$ cat config.mk
export PLATFORM = sky130hd
export DESIGN_NAME = vga_term_ctrl_flat
export DESIGN_NICKNAME = d
export VERILOG_FILES = /design/src/rtl/vga_term_pkg.sv /design/src/rtl/vga_term_if.sv /design/src/rtl/term_cursor.sv /design/src/rtl/vga_term_ctrl.sv /design/src/flat_wrapper.sv
export SDC_FILE = /design/constraint.sdc
export NUM_CORES = 1
export LEC_CHECK = 0
export ABC_AREA = 1
export ABC_CLOCK_PERIOD_IN_PS = 3450
export CORE_ASPECT_RATIO = 0.8
export CORE_UTILIZATION = 35
export CTS_BUF_LIST = sky130_fd_sc_hd__clkbuf_2
export DETAILED_ROUTE_END_ITERATION = 8
export HOLD_SLACK_MARGIN = 0.03
export PLACE_DENSITY_LB_ADDON = 0.3
export SLEW_MARGIN = 10
export SYNTH_ARGS = -nofsm -noshare
export SYNTH_HDL_FRONTEND = slang
export SYNTH_SLANG_ARGS = --single-unit
export TNS_END_PERCENT = 30
$ cat constraint.sdc
create_clock -name clk_50M -period 3.45 [get_ports clk_50M]
set_input_delay 0.69 -clock clk_50M [delete_from_list [all_inputs] [get_ports clk_50M]]
set_output_delay 0.69 -clock clk_50M [all_outputs]
set_load 0.02 [all_outputs]
$ cat src/rtl/vga_term_pkg.sv
// Shared defaults, control codes and FSM encoding for the terminal write-side controller.
package vga_term_pkg;

    localparam int unsigned def_term_w     = 70;
    localparam int unsigned def_term_h     = 30;
    localparam int unsigned def_addr_w     = 12;
    localparam logic [7:0]  def_blank_char = 8'h20;

    localparam logic [7:0] CH_BS = 8'h08;
    localparam logic [7:0] CH_LF = 8'h0A;
    localparam logic [7:0] CH_FF = 8'h0C;
    localparam logic [7:0] CH_CR = 8'h0D;

    typedef enum logic [1:0] {
        IDLE        = 2'd0,
        CLEAR       = 2'd1,
        SCROLL_COPY = 2'd2,
        SCROLL_FILL = 2'd3
    } state_e;

endpackage

$ cat src/rtl/vga_term_if.sv
// Byte stream, character RAM write/read ports and status of the terminal controller.
interface vga_term_if #(parameter int unsigned addr_w = vga_term_pkg::def_addr_w);

    logic              in_valid;
    logic [7:0]        in_char;
    logic              in_ready;
    logic              mem_we;
    logic [addr_w-1:0] mem_waddr;
    logic [7:0]        mem_wdata;
    logic [addr_w-1:0] mem_raddr;
    logic [7:0]        mem_rdata;
    logic [addr_w-1:0] cursor_idx;
    logic              busy;

    // master: byte source and RAM; slave: the controller
    modport master (
        output in_valid, in_char, mem_rdata,
        input  in_ready, mem_we, mem_waddr, mem_wdata, mem_raddr, cursor_idx, busy
    );

    modport slave (
        input  in_valid, in_char, mem_rdata,
        output in_ready, mem_we, mem_waddr, mem_wdata, mem_raddr, cursor_idx, busy
    );

endinterface

$ cat src/rtl/term_cursor.sv
// Cursor tracker: column, row and linear index kept incrementally (row base steps by term_w).
module term_cursor
    import vga_term_pkg::*;
#(
    parameter int unsigned term_w = def_term_w,
    parameter int unsigned term_h = def_term_h,
    parameter int unsigned addr_w = def_addr_w
) (
    input  logic              clk_50M,
    input  logic              rst_n,
    input  logic              inc,
    input  logic              dec,
    input  logic              cr,
    input  logic              lf,
    input  logic              home,
    input  logic              set_last_row,
    output logic [addr_w-1:0] cursor_idx,
    output logic              at_last_col,
    output logic              at_last_row,
    output logic              at_first_col
);

    localparam int unsigned col_w = $clog2(term_w);
    localparam int unsigned row_w = $clog2(term_h);
    localparam logic [addr_w-1:0] last_row_base = addr_w'((term_h - 1) * term_w);
    localparam logic [addr_w-1:0] row_step      = addr_w'(term_w);

    logic [col_w-1:0]  col;
    logic [row_w-1:0]  row;
    logic [addr_w-1:0] row_base;

    assign at_last_col  = (col == col_w'(term_w - 1));
    assign at_last_row  = (row == row_w'(term_h - 1));
    assign at_first_col = (col == '0);

    always_ff @(posedge clk_50M or negedge rst_n) begin
        if (!rst_n) begin
            col        <= '0;
            row        <= '0;
            row_base   <= '0;
            cursor_idx <= '0;
        end else if (home) begin
            col        <= '0;
            row        <= '0;
            row_base   <= '0;
            cursor_idx <= '0;
        end else if (set_last_row) begin
            col        <= '0;
            row        <= row_w'(term_h - 1);
            row_base   <= last_row_base;
            cursor_idx <= last_row_base;
        end else if ((inc && at_last_col) || lf || cr) begin
            col <= '0;
            // On the last row the scroll that follows repositions the cursor.
            if ((inc || lf) && !at_last_row) begin
                row        <= row + 1'b1;
                row_base   <= row_base + row_step;
                cursor_idx <= row_base + row_step;
            end else begin
                cursor_idx <= row_base;
            end
        end else if (inc) begin
            col        <= col + 1'b1;
            cursor_idx <= cursor_idx + 1'b1;
        end else if (dec && !at_first_col) begin
            col        <= col - 1'b1;
            cursor_idx <= cursor_idx - 1'b1;
        end
    end

endmodule

$ cat src/rtl/vga_term_ctrl.sv
// Terminal controller: writes printable bytes, interprets LF/CR/BS/FF, sequences clear and scroll.
//
// state       | meaning
// IDLE        | accept one byte per cycle
// CLEAR       | blank every cell, then cursor home
// SCROLL_COPY | move rows 1..h-1 up one row via the read port (1-cycle read latency)
// SCROLL_FILL | blank the last row, then cursor to last row col 0
module vga_term_ctrl
    import vga_term_pkg::*;
#(
    parameter int unsigned term_w     = def_term_w,
    parameter int unsigned term_h     = def_term_h,
    parameter int unsigned addr_w     = def_addr_w,
    parameter logic [7:0]  blank_char = def_blank_char
) (
    input  logic     clk_50M,
    input  logic     rst_n,
    vga_term_if.slave bus
);

    localparam logic [addr_w-1:0] last_cell  = addr_w'(term_w * term_h - 1);
    localparam logic [addr_w-1:0] copy_last  = addr_w'((term_h - 1) * term_w);
    localparam logic [addr_w-1:0] fill_start = addr_w'((term_h - 1) * term_w);
    localparam logic [addr_w-1:0] row_step   = addr_w'(term_w);

    state_e            state, state_nxt;
    logic [addr_w-1:0] idx, idx_nxt;
    logic              we_nxt;
    logic [addr_w-1:0] waddr_nxt;
    logic [7:0]        wdata_nxt;
    logic              cur_inc, cur_dec, cur_cr, cur_lf, cur_home, cur_last;
    logic [addr_w-1:0] cursor_idx;
    logic              at_last_col, at_last_row, at_first_col;

    assign bus.in_ready   = (state == IDLE);
    assign bus.busy       = (state != IDLE);
    assign bus.cursor_idx = cursor_idx;
    assign bus.mem_raddr  = (state == SCROLL_COPY) ? idx + row_step : '0;

    always_ff @(posedge clk_50M or negedge rst_n) begin
        if (!rst_n) begin
            state         <= CLEAR;
            idx           <= '0;
            bus.mem_we    <= 1'b0;
            bus.mem_waddr <= '0;
            bus.mem_wdata <= blank_char;
        end else begin
            state         <= state_nxt;
            idx           <= idx_nxt;
            bus.mem_we    <= we_nxt;
            bus.mem_waddr <= waddr_nxt;
            bus.mem_wdata <= wdata_nxt;
        end
    end

    always_comb begin
        state_nxt = state;
        idx_nxt   = idx;
        we_nxt    = 1'b0;
        waddr_nxt = bus.mem_waddr;
        wdata_nxt = bus.mem_wdata;
        cur_inc   = 1'b0;
        cur_dec   = 1'b0;
        cur_cr    = 1'b0;
        cur_lf    = 1'b0;
        cur_home  = 1'b0;
        cur_last  = 1'b0;
        case (state)
            IDLE: begin
                if (bus.in_valid) begin
                    if (bus.in_char >= 8'h20) begin
                        we_nxt    = 1'b1;
                        waddr_nxt = cursor_idx;
                        wdata_nxt = bus.in_char;
                        cur_inc   = 1'b1;
                        if (at_last_col && at_last_row) begin
                            state_nxt = SCROLL_COPY;
                            idx_nxt   = '0;
                        end
                    end else begin
                        case (bus.in_char)
                            CH_LF: begin
                                cur_lf = 1'b1;
                                if (at_last_row) begin
                                    state_nxt = SCROLL_COPY;
                                    idx_nxt   = '0;
                                end
                            end
                            CH_CR: cur_cr = 1'b1;
                            CH_BS: begin
                                if (!at_first_col) begin
                                    cur_dec   = 1'b1;
                                    we_nxt    = 1'b1;
                                    waddr_nxt = cursor_idx - 1'b1;
                                    wdata_nxt = blank_char;
                                end
                            end
                            CH_FF: begin
                                state_nxt = CLEAR;
                                idx_nxt   = '0;
                            end
                            default: ;
                        endcase
                    end
                end
            end
            CLEAR: begin
                we_nxt    = 1'b1;
                waddr_nxt = idx;
                wdata_nxt = blank_char;
                idx_nxt   = idx + 1'b1;
                if (idx == last_cell) begin
                    state_nxt = IDLE;
                    cur_home  = 1'b1;
                end
            end
            SCROLL_COPY: begin
                // rdata now holds the cell read last cycle, which belongs one row up
                if (idx != '0) begin
                    we_nxt    = 1'b1;
                    waddr_nxt = idx - 1'b1;
                    wdata_nxt = bus.mem_rdata;
                end
                idx_nxt = idx + 1'b1;
                if (idx == copy_last) begin
                    state_nxt = SCROLL_FILL;
                    idx_nxt   = fill_start;
                end
            end
            SCROLL_FILL: begin
                we_nxt    = 1'b1;
                waddr_nxt = idx;
                wdata_nxt = blank_char;
                idx_nxt   = idx + 1'b1;
                if (idx == last_cell) begin
                    state_nxt = IDLE;
                    cur_last  = 1'b1;
                end
            end
            default: state_nxt = CLEAR;
        endcase
    end

    term_cursor #(
        .term_w (term_w),
        .term_h (term_h),
        .addr_w (addr_w)
    ) u_cursor (
        .clk_50M      (clk_50M),
        .rst_n        (rst_n),
        .inc          (cur_inc),
        .dec          (cur_dec),
        .cr           (cur_cr),
        .lf           (cur_lf),
        .home         (cur_home),
        .set_last_row (cur_last),
        .cursor_idx   (cursor_idx),
        .at_last_col  (at_last_col),
        .at_last_row  (at_last_row),
        .at_first_col (at_first_col)
    );

endmodule

$ cat src/flat_wrapper.sv
// flat-port wrapper written by rule: the top's interface ports become plain ports
module vga_term_ctrl_flat import vga_term_pkg::*;
#(
    parameter int unsigned term_w     = def_term_w,
    parameter int unsigned term_h     = def_term_h,
    parameter int unsigned addr_w     = def_addr_w,
    parameter logic [7:0]  blank_char = def_blank_char
)
  (clk_50M, rst_n, bus_in_valid, bus_in_char, bus_mem_rdata, bus_in_ready, bus_mem_we, bus_mem_waddr, bus_mem_wdata, bus_mem_raddr, bus_cursor_idx, bus_busy);
  vga_term_if #(.addr_w(addr_w)) bus_i ();
  input  logic clk_50M;
  input  logic rst_n;
  input wire logic [$bits(bus_i.in_valid)-1:0] bus_in_valid;
  input wire logic [$bits(bus_i.in_char)-1:0] bus_in_char;
  input wire logic [$bits(bus_i.mem_rdata)-1:0] bus_mem_rdata;
  output wire logic [$bits(bus_i.in_ready)-1:0] bus_in_ready;
  output wire logic [$bits(bus_i.mem_we)-1:0] bus_mem_we;
  output wire logic [$bits(bus_i.mem_waddr)-1:0] bus_mem_waddr;
  output wire logic [$bits(bus_i.mem_wdata)-1:0] bus_mem_wdata;
  output wire logic [$bits(bus_i.mem_raddr)-1:0] bus_mem_raddr;
  output wire logic [$bits(bus_i.cursor_idx)-1:0] bus_cursor_idx;
  output wire logic [$bits(bus_i.busy)-1:0] bus_busy;
  assign bus_i.in_valid = bus_in_valid;
  assign bus_i.in_char = bus_in_char;
  assign bus_i.mem_rdata = bus_mem_rdata;
  assign bus_in_ready = bus_i.in_ready;
  assign bus_mem_we = bus_i.mem_we;
  assign bus_mem_waddr = bus_i.mem_waddr;
  assign bus_mem_wdata = bus_i.mem_wdata;
  assign bus_mem_raddr = bus_i.mem_raddr;
  assign bus_cursor_idx = bus_i.cursor_idx;
  assign bus_busy = bus_i.busy;
  vga_term_ctrl #(.term_w(term_w), .term_h(term_h), .addr_w(addr_w), .blank_char(blank_char)) u_core (.clk_50M(clk_50M), .rst_n(rst_n), .bus(bus_i));
endmodule
==> metrics.csv, run 1 <==
stage,metric,value,unit
drt,drt-total-wl,16220,µm
floorplan,initial_core_util,35.79,%
critical_path,slowest_stage,clkdlybuf4s50_1,
power,power.sequential.fraction,51.0,%
cts,cts_tree,yes,
grt,grt_use_total,21.66,%
critical_path,critPathRequiredTime,2760,ps
cts,clk_pin_slew,230,ps
critical_path,timing.critical_path.max_delay_family,buffers and inverters,
drt,dr.pass1.iters,5,
placement,portBuffers,65,
synthesis,synth.yosys.warnings,0,
critical_path,cp-end-kind,output port,
floorplan,rows,40,
grt,grt.overflow.total,0,
cts,hold_buffers,0,
synthesis,synth_area_leader_cell,dfrtp_1,
synthesis,synthCells,779,
critical_path,crit_type,reg2out,
cts,cts.htree.levels,3,
outcome,outcome,"finished, final reports clean",
critical_path,cp.arrival,2530,ps
cts,cts_root_buf,clkbuf_2,
placement,detailed_place_hpwl,12190,µm
synthesis,synth-main-ff-cell,dfrtp_1,
timing,final_min_period_over_clock_period,93.26,%
cts,total_cts_buffers,9,
synthesis,post_synth_instance_area,5374,µm²
grt,grt_pass1_wl,27040,µm
drt,drc_errors,0,
synthesis,postSynthRegisterBits,70,
layout,flow.area_growth_from_synthesis,18.53,%
synthesis,number_of_enable_flip_flop_cells_after_synthesis,0,
grt,grt_max_degree,41,
critical_path,start_kind,flop,
timing,report.final.setup_viol,0,
cts,clock-sinks,70,
power,clkPwrFrac,45.8,%
synthesis,postSynthAreaPerCell,6.898,µm²
floorplan,floorplan.die.width,140.5,µm
critical_path,crit_fanout,7,
critical_path,r2r-start,u_core.state[0],
floorplan,fp.dieH,112.8,µm
synthesis,synthesis.nets,817,
synthesis,async_reset_ff_share,100.0,%
cts,cts_buffer_depth,2,
layout,finalCoreUtilization,42.43,%
power,net_switching,381.4,µW
timing,hold_ws,132.1,ps
critical_path,r2r_setup_slack,960,ps
worst_hold_path,hp-class,in2async,
drt,drtAntennaViolNets,0,
power,p_comb_share,3.2,%
layout,final_cells,1035,
power,power_leakage,3.046,nW
timing,fin_tns_setup,0,ps
critical_path,regToRegEndpoint,u_core.bus.mem_waddr[9],
timing,rsz0062_at_grt,true,
timing,finalCriticalPeriod,3217,ps
timing,max_clock_freq,0.3108,GHz
timing,max-slew-margin-rel,47.43,%
critical_path,most_frequent_cp_cell,inv_1,
floorplan,area_of_the_die,15860,µm²
run,max_cap_viol_count,0,
synthesis,synth_seq_area_share,32.64,%
synthesis,synth_cell_types,47,
synthesis,synthDominantCellAreaShare,31.66,%
cts,clock_latency,590,ps
critical_path,critPathBufInv,3,
layout,drive_above_1_share,10.06,%
layout,nNetsFinal,878,
timing,worstMarginPinSlew,788.5,ps
grt,grt_pass1_vias,5043,
power,power_density,253.3,nW/µm²
drt,route.detailed.vias_per_inst,5.237,
placement,dp.cells,1017,
drt,detailedRoute.firstIterationViolations,534,
power,vdd_drop_max,0.1853,mV
timing,finalHoldViolCount,0,
power,p_sw_share,23.64,%
critical_path,critPathMaxStageDelay,630,ps
floorplan,floorplan.io_pins,66,
synthesis,synth_area_leaders,"dfrtp_1, nand2_1, nand3_1",
timing,slew_violations,0,
grt,grt_antenna_before_repair,1,
power,internal_power,1.232,mW
drt,num_vias,5420,
timing,finalClockSkew,32.86,ps
floorplan,fp.coreArea,15010,µm²
placement,place_congestion,0.9217,
critical_path,worst_r2r_path_depth,10,
critical_path,crit_chain,"inv_1, ha_1, nor2_1, nand2_1, inv_1, nor3_1, clkdlybuf4s50_1",
drt,post_drt_wl_per_cell,15.67,µm
-- kinds of logic (layout without fill, tap and decap cells) --
logic type	after synthesis	after routing	share of synthesized area [%]
flip-flops	70	70	32.64
XOR/XNOR	27	27	4.401
adder cells (fa/ha/maj)	19	19	4.564
buffers and inverters	110	176	9.080
AO/OA/AOI/OAI	142	142	14.97
other	0	1	0
AND/OR/NAND/NOR	411	411	34.34
-- routing by layer --
| layer | global-route usage (%) | vias to the layer above | routed length [µm] |
|---|---|---|---|
| li1 | - | 2714 | - |
| met1 | 33.11 | 2491 | 8292 |
| met2 | 29.90 | 194 | 6514 |
| met3 | 4.824 | 21 | 1116 |
| met4 | 6.304 | 0 | 300 |
| met5 | 0 | - | 0 |
-- cells in the mapped netlist, types with 3 or more instances --
master,count
nor3_2,3
nor2_2,6
xor2_1,24
o21ai_1,19
nand2_1,197
nand4_1,8
o21ai_0,39
xnor2_1,3
nand3_1,76
dfrtp_1,68
o211ai_1,10
o21a_1,3
buf_4,8
a22oi_1,3
inv_1,66
ha_1,18
buf_2,8
nand2_2,10
buf_6,4
nor3_1,17
a31oi_1,13
inv_2,18
clkbuf_1,4
o22ai_1,9
a21oi_1,38
nor2_1,78
-- cell type report --
| class | instances | area (µm²) |
|---|---|---|
| inverters | 85 | 324.1 |
| clock buffers | 9 | 45.04 |
| well taps | 189 | 236.5 |
| multi-input cells | 599 | 3139 |
| diodes | 1 | 2.502 |
| repair buffers | 75 | 719.4 |
| clock inverters | 7 | 145.1 |
| flip-flops and latches | 70 | 1758 |
| fillers | 1540 | 8645 |
-- registers in the layout (all words and copies together) (netlist names) --
register,flops
u_core.bus.mem_waddr,12
u_core.idx,12
u_core.u_cursor.cursor_idx,12
u_core.u_cursor.row_base,11
u_core.bus.mem_wdata,8
u_core.u_cursor.col,7
u_core.u_cursor.row,5
u_core.state,2
u_core.bus.mem_we,1
-- worst max-delay path by stage --
| stage | from | endpoint | slack [ps] | depth (start not counted) |
|---|---|---|---|---|
| 2_1_floorplan | u_core.idx[2] | bus_mem_raddr[9] | 510 | 8 |
| 3_3_place_gp | u_core.idx[2] | bus_mem_raddr[9] | 490 | 8 |
| 3_5_place_dp | u_core.idx[2] | bus_mem_raddr[9] | 430 | 8 |
| 4_1_cts | u_core.idx[2] | bus_mem_raddr[9] | 60 | 9 |
| 5_1_grt | u_core.idx[1] | bus_mem_raddr[11] | -20 | 10 |
| 6_report | u_core.idx[2] | bus_mem_raddr[5] | 230 | 7 |
-- cell usage in the layout (no fill, tap or decap), types with 4 or more instances in the layout --
cell | synthesis | routed
o21ai_1 | 19 | 18
bufinv_16 | 0 | 4
o22ai_1 | 9 | 9
nand4_1 | 8 | 8
nor3_1 | 17 | 17
a21oi_1 | 38 | 37
clkbuf_2 | 0 | 11
nand2_2 | 10 | 10
inv_2 | 18 | 18
a31oi_1 | 13 | 13
nand2_1 | 197 | 197
ha_1 | 18 | 18
o211ai_1 | 10 | 10
o21ai_0 | 39 | 39
dfrtp_1 | 68 | 65
nand3_1 | 76 | 76
nor2_1 | 78 | 78
buf_4 | 8 | 9
clkdlybuf4s50_1 | 0 | 59
inv_1 | 66 | 66
xor2_1 | 24 | 24
nor2_2 | 6 | 6
-- what timing repair did --
| action | 4_1_cts | 5_1_grt |
|---|---|---|
| gates resized for setup | 7 | 8 |
| setup endpoints to repair | 5 | 4 |
| buffers inserted | 0 | 1 |
-- per-stage QoR --
stage | setup WS (ps) | instance area [µm²] | power [mW]
floorplan | 513.0 | 5374 | 0.8425
global placement | 490.8 | 6172 | 0.8890
detailed placement | 427.1 | 6172 | 0.8888
CTS | 55.69 | 6359 | 1.635
global route | -19.56 | 6370 | 1.674
finish | 232.6 | 6370 | 1.613
-- power groups by stage --
stage,Combinational [mW],Clock [mW],Sequential [mW]
6_report,0.0515,0.739,0.822
4_1_cts,0.0532,0.760,0.822
5_1_grt,0.0578,0.793,0.823
3_3_place_gp,0.0530,0,0.836
3_5_place_dp,0.0528,0,0.836
2_1_floorplan,0.00622,0,0.836
Note: power is estimated with default switching activity, not from simulation.
==> run 2: changes to the inputs <==
CORE_MARGIN = 1.5   (was not set)
==> metrics.csv, run 2 (same netlist as run 1, synthesis figures left out) <==
stage,metric,value,unit
critical_path,worst_r2r_path_depth,12,
cts,clock_latency,600,ps
critical_path,r2r-start,u_core.state[1],
cts,clock-sinks,70,
critical_path,most_frequent_cp_cell,inv_1,
layout,multi_input_area,3136,µm²
layout,top_regs,"u_core.bus.mem_waddr x12, u_core.idx x12, u_core.u_cursor.cursor_idx x12",
cts,cts_buffer_depth,2,
critical_path,critPathMaxStageDelay,630,ps
drt,post_drt_wl_per_cell,15.40,µm
cts,clk_pin_slew,230,ps
drt,drc_errors,0,
timing,rsz0062_at_grt,false,
layout,n_antenna_cell,0,
grt,grt_max_degree,71,
worst_hold_path,hp-class,in2async,
grt,grt_use_total,20.59,%
drt,drtAntennaViolNets,0,
critical_path,critPathRequiredTime,2760,ps
critical_path,r2r_setup_slack,960,ps
layout,leading_cell_type_in_the_layout_fill_and_taps_excluded,nand2_1,
critical_path,crit_chain,"inv_1, ha_1, nor2_1, nand2_1, inv_1, nor3_1, clkdlybuf4s50_1",
critical_path,start_kind,flop,
drt,dr.pass1.iters,5,
layout,drive_above_1_share,9.953,%
critical_path,crit_type,reg2out,
floorplan,floorplan.die.width,141.5,µm
timing,report.final.setup_viol,0,
cts,cts_root_buf,clkbuf_2,
cts,cts.htree.levels,3,
critical_path,critPathBufInv,3,
layout,sequential_cell_area,1758,µm²
layout,finalCoreUtilization,41.73,%
placement,portBuffers,65,
grt,grt_pass1_vias,4857,
power,p_comb_share,3.5,%
floorplan,floorplan.io_pins,66,
critical_path,crit_fanout,7,
power,power_density,218.6,nW/µm²
outcome,outcome,"finished, final reports clean",
critical_path,cp.arrival,2530,ps
power,net_switching,366.1,µW
layout,final_area,6265,µm²
placement,place_congestion,0.8829,
timing,finalClockSkew,47.91,ps
timing,max_clock_freq,0.3106,GHz
cts,total_cts_buffers,9,
drt,drt-total-wl,15900,µm
drt,detailedRoute.firstIterationViolations,496,
grt,grt_antenna_before_repair,0,
timing,final_min_period_over_clock_period,93.31,%
layout,flow.area_growth_from_synthesis,16.58,%
layout,nFillCells,1573,
power,clkPwrFrac,36.4,%
layout,nNetsFinal,877,
critical_path,timing.critical_path.max_delay_family,buffers and inverters,
floorplan,fp.coreArea,15010,µm²
power,power_leakage,3.018,nW
power,internal_power,1.003,mW
grt,grt_pass1_wl,25840,µm
critical_path,slowest_stage,clkdlybuf4s50_1,
timing,slew_violations,0,
placement,placed_area,6155,µm²
placement,detailed_place_hpwl,11970,µm
critical_path,cp-end-kind,output port,
power,power.sequential.fraction,60.0,%
timing,worstMarginPinSlew,928.0,ps
timing,finalHoldViolCount,0,
timing,finalCriticalPeriod,3219,ps
floorplan,area_of_the_die,16110,µm²
layout,final_cell_mix,"nand2_1, nor2_1, nand3_1",
timing,max-slew-margin-rel,38.13,%
critical_path,regToRegEndpoint,u_core.u_cursor.col[5],
timing,fin_tns_setup,0,ps
cts,cts_tree,yes,
grt,grt.overflow.total,0,
floorplan,rows,40,
power,p_sw_share,26.74,%
drt,route.detailed.vias_per_inst,5.198,
floorplan,fp.dieH,113.8,µm
run,max_cap_viol_count,0,
power,vdd_drop_max,0.1135,mV
floorplan,initial_core_util,35.79,%
drt,num_vias,5370,
run 2: routing by layer:
metal	vias up	global-route usage (%)	routed length, µm
met5	-	0	0
met4	0	5.223	197
met3	14	4.660	1021
met2	168	29.17	6384
met1	2485	31.20	8301
li1	2703	-	-
run 2: worst register-to-register path: cells and delay by family, from the launching register on:
kind	cells	cell delay (ps)
compound gates	3	360
xor+xnor	1	160
fa+ha+maj	1	400
buf+inv	1	100
flops	1	560
simple gates	6	810
run 2: power by group through the flow:
stage	Combinational, mW	Sequential [mW]	Clock, mW
5_1_grt	0.0545	0.823	0.550
3_3_place_gp	0.0497	0.836	0
4_1_cts	0.0501	0.822	0.516
2_1_floorplan	0.00622	0.836	0
6_report	0.0483	0.822	0.499
3_5_place_dp	0.0498	0.836	0
run 2: cell type report:
cell class	count	share of cell area, %
Timing Repair Buffer	74	11.18
Inverter	85	5.173
Clock inverter	7	1.039
Multi-Input combinational cell	599	50.05
Tap cell	189	3.775
Clock buffer	9	0.7190
Sequential cell	70	28.06
run 2: timing repair:
item,in CTS,in global routing
setup endpoints to repair,5,6
hold buffers,0,0
gates resized for setup,7,10
hold endpoints to repair,0,0
setup buffers,0,1
run 2: how the worst max path moves through the flow:
stage               slack [ps]                end     startpoint  cells past startpoint
floorplan                  510   bus_mem_raddr[9]  u_core.idx[2]                      8
global placement           490   bus_mem_raddr[9]  u_core.idx[2]                      9
detailed placement         410   bus_mem_raddr[9]  u_core.idx[2]                      9
CTS                         40   bus_mem_raddr[9]  u_core.idx[2]                      9
global route                 8  bus_mem_raddr[11]  u_core.idx[1]                     10
finish                     230   bus_mem_raddr[5]  u_core.idx[2]                      7
run 2: stage by stage:
stage	total power, mW	hold slack, ps	cells	setup WS, ps
finish	1.369	164.0	1033	230.7
global route	1.427	216.7	1033	8.185
CTS	1.388	201.4	1032	38.46
detailed placement	0.8858	472.3	1016	411.3
global placement	0.8858	466.0	1016	487.4
floorplan	0.8425	394.4	779	513.0
